File: config.mk
export PLATFORM = sky130hd
export DESIGN_NAME = decimal_in_hex
export DESIGN_NICKNAME = d
export VERILOG_FILES = /design/src/rtl/decimal_in_hex.sv
export SDC_FILE = /design/constraint.sdc
export NUM_CORES = 1
export LEC_CHECK = 0
export CORE_MARGIN = 1
export CORE_UTILIZATION = 31
export DETAILED_ROUTE_END_ITERATION = 16
export PLACE_DENSITY = 0.78
export SLEW_MARGIN = 20
export SYNTH_ARGS = -nofsm -noshare
export SYNTH_HDL_FRONTEND = slang
export SYNTH_SLANG_ARGS = --single-unit
File: constraint.sdc
create_clock -name clk -period 1 [get_ports clk]
set_input_delay 0.2 -clock clk [delete_from_list [all_inputs] [get_ports clk]]
set_output_delay 0.2 -clock clk [all_outputs]
set_load 0.02 [all_outputs]
File: src/rtl/decimal_in_hex.sv
// Registered single-digit 7-segment decoder (active-low, bit0=a..bit6=g) with
// error dash, forced blank and ripple-blank leading-zero suppression.
// Optional: define DECIMAL_IN_HEX_HEX_DIGITS_EN to show 10..15 as A..F.
module decimal_in_hex (
    input  logic        clk,
    input  logic        reset,
    input  logic [31:0] num,
    input  logic        blank,
    input  logic        rbi,
    output logic [6:0]  HEX,
    output logic        err,
    output logic        rbo
);

`ifdef DECIMAL_IN_HEX_HEX_DIGITS_EN
    localparam logic [31:0] MAX_NUM = 32'd15;
`else
    localparam logic [31:0] MAX_NUM = 32'd9;
`endif

    localparam logic [6:0] SEG_OFF  = 7'h7F;
    localparam logic [6:0] SEG_DASH = 7'h3F;

    logic [6:0] hex_q;
    logic [6:0] hex_d;
    logic       err_q;
    logic       err_d;
    logic [6:0] seg;

    // Zero suppression ripples through the whole chain combinationally.
    assign rbo = rbi && (num == 32'd0);

    always_comb begin
        seg = SEG_DASH;
        case (num[3:0])
            4'd0:    seg = 7'h40;
            4'd1:    seg = 7'h79;
            4'd2:    seg = 7'h24;
            4'd3:    seg = 7'h30;
            4'd4:    seg = 7'h19;
            4'd5:    seg = 7'h12;
            4'd6:    seg = 7'h02;
            4'd7:    seg = 7'h78;
            4'd8:    seg = 7'h00;
            4'd9:    seg = 7'h10;
`ifdef DECIMAL_IN_HEX_HEX_DIGITS_EN
            4'd10:   seg = 7'h08;
            4'd11:   seg = 7'h03;
            4'd12:   seg = 7'h46;
            4'd13:   seg = 7'h21;
            4'd14:   seg = 7'h06;
            4'd15:   seg = 7'h0E;
`endif
            default: seg = SEG_DASH;
        endcase
    end

    // Range test covers all 32 bits, so e.g. 0x103 is an error, never digit 3.
    always_comb begin
        hex_d = SEG_OFF;
        err_d = 1'b0;
        if (blank) begin
            hex_d = SEG_OFF;
            err_d = 1'b0;
        end else if (num > MAX_NUM) begin
            hex_d = SEG_DASH;
            err_d = 1'b1;
        end else if (rbi && (num == 32'd0)) begin
            hex_d = SEG_OFF;
            err_d = 1'b0;
        end else begin
            hex_d = seg;
            err_d = 1'b0;
        end
    end

    always_ff @(posedge clk or posedge reset) begin
        if (reset) begin
            hex_q <= SEG_OFF;
            err_q <= 1'b0;
        end else begin
            hex_q <= hex_d;
            err_q <= err_d;
        end
    end

    assign HEX = hex_q;
    assign err = err_q;

endmodule

==> flow_summary.yaml <==
timing:
  finalCriticalPeriod_ns: 1.23
  fmax_ghz: 0.813
  worst_slack_ns: -0.230
  rsz0062_at_grt: "yes"
  worst_slew_pin_slew_ns: 0.274
  slew_violations: 0
  finalSetupViolCount: 16
  fin_hold_ws_ns: 0.166
  slew_headroom_pct: 81.7
  timing_hold_violations_final: 0
  post-route-period-util_pct: 123
routing:
  vias_per_cell: 5.15
  routed_wl_um: 2070
  remaining_drc_errors: 2
  wl_per_cell_um: 15.8
  ant_nets: 0
  dr.pass1.iters: 9
  drt_iter0_markers: 16
  vias: 674
placement:
  dpl.cell_count: 123
  place_congestion: 0.741
  io_buffer_count: 44
  dp_hpwl_um: 1470
hold_path:
  hold_path.class: "primary input to asynchronous set/reset pin"
synth:
  synthesis.area_um2: 544
  ys_top_cells_by_area: "dfstp_2 34%, ha_1 9.2%, nor4_2 9.2%, o2111ai_1 6.4%, dfrtp_1 4.6%"
  yosysWarnings: 0
  synthCells: 53
  synth-async-reset-ratio_pct: 100
  synth_top_cell_area_share_pct: 33.8
  synth_edf_count: 0
  post-synth-top-count-cell: "dfstp_2"
  synthesis.nets: 93
  yosys.cell_types.count: 24
  syn_area_per_cell_um2: 10.3
  synth_top_area_cell: "dfstp_2"
  ys_seq_area_share_pct: 38.4
  synth_ff_type: "dfstp_2"
  synth-seq-cells: 8
floorplan:
  rows: 14
  start_util_pct: 34.5
  die_w_um: 43.9
  core-area_um2: 1580
  ioPinCount: 45
  die_h_um: 43.9
  die-area_um2: 1930
grt:
  antenna_found_initial: 0
  grt_pass1_wl_um: 2900
  overflow: 0
  grt_pass1_vias: 687
  grt_max_degree: 13
  track_usage_pct: 20.8
clock_tree:
  cts_sinks: 8
  cts_tree: "yes"
  path_clk_slew_ns: 0.06
  numCtsBuffers: 3
  cts_buffer_depth: 2
  root_buffer: "clkbuf_4"
  h-tree-depth: 1
critical_path:
  worstPathMaxFanout: 2
  worst_ep_required_time_ns: 0.80
  arrival_ns: 1.03
  critPathLaunchType: "primary input"
  critPathKind: "primary input to output port"
  crit_path_end_kind: "output port"
power:
  p_leak_uw: 0.000519
  finalPower_uw: 939
  peakVddDrop_v: 0.000435
  power_density_nw_per_um2: 739
layout:
  nets: 156
  drive_above_1_share_pct: 71.3
  fin_cells: 131
  antennaDiodeCount: 0
  synthToLayoutAreaGrowth_pct: 133
  finish.utilization_pct: 80.6
outcome:
  status: "finished with violations"
  violations: "design-rule violations, negative setup slack"
run:
  max_cap_viol_count: 0
## final cells by class
class	count	area, um2
clock buffer	4	26.3
fill	103	307
inverter	4	15.0
multi-input combinational	39	483
sequential	8	209
tap	16	20.0
timing repair buffer	60	517
## cell families (layout without fill, tap and decap cells)
family                   after synthesis  count (layout)  share of synthesized area (%)
AO/OA/AOI/OAI                         13              13                           18.9
buffers and inverters                  6              68                           4.37
adder cells (fa/ha/maj)                4               4                           9.20
flip-flops                             8               8                           38.4
multiplexers                           2               2                           3.68
AND/OR/NAND/NOR                       20              20                           25.5
## worst max-delay path, cell delays in order
cell     delay [ns]
buf_6          0.10
nor4_4         0.27
nand3_2        0.12
nor3_2         0.18
buf_4          0.16
## registers in the layout, indices dropped and copies added, names as in the netlist
signal,count
HEX,7
err,1
## power breakdown
| part | switching [uW] | total (uW) | internal, uW |
|---|---|---|---|
| combinational | 148 | 322 | 174 |
| clock | 130 | 284 | 154 |
| sequential | 1.29 | 332 | 331 |
| total | 280 | 939 | 659 |
## per-layer routing
metal	part of all wire [%]	routed length (um)	GRT usage, %
met1	36	741	21.1
met2	58	1200	43.3
met3	4.7	98	1.25
met4	1.5	31	7.27
met5	0	0	0
## layout by cell type, fill, tap and decap left out, drive strengths merged
master          n
buf            48
a21oi           3
nand2b          1
inv             4
dfstp           7
a21o            1
nand4bb         1
clkdlybuf4s15   6
nand3           2
clkdlybuf4s50   2
clkbuf          5
mux2i           2
o21ai           2
nand2           1
dfrtp           1
nor2            4
ha              4
nor2b           1
o21bai          1
o2111ai         4
nor3            1
a211oi          2
dlygate4sd2     3
nand4           2
nor4            7
## timing repair
item / 4_1_cts / 5_1_grt
hold buffers: 0 / 0
buffers inserted: 4 / 0
pin swaps: 16 / 3
resized for setup: 184 / 6
setup endpoints to repair: 17 / 16
## stage by stage
stage	TNS [ns]	area, um2	setup WS (ns)
after floorplan	-1.47	626	-0.187
after global placement	-9.63	1170	-1.05
after detailed placement	-10.05	1170	-1.09
after CTS	-2.50	1240	-0.244
after global routing	-2.90	1270	-0.268
final	-2.18	1270	-0.230
## path summary, 6_finish.rpt
| kind | end | start | cells past startpoint |
|---|---|---|---|
| worst max-delay path | rbo | num[15] | 5 |
| worst min-delay path | err | reset | 2 |
| min in group clk | HEX[1] | num[0] | 5 |
| max in group asynchronous | HEX[3] | reset | 2 |
(Power assumes the default switching activity.)
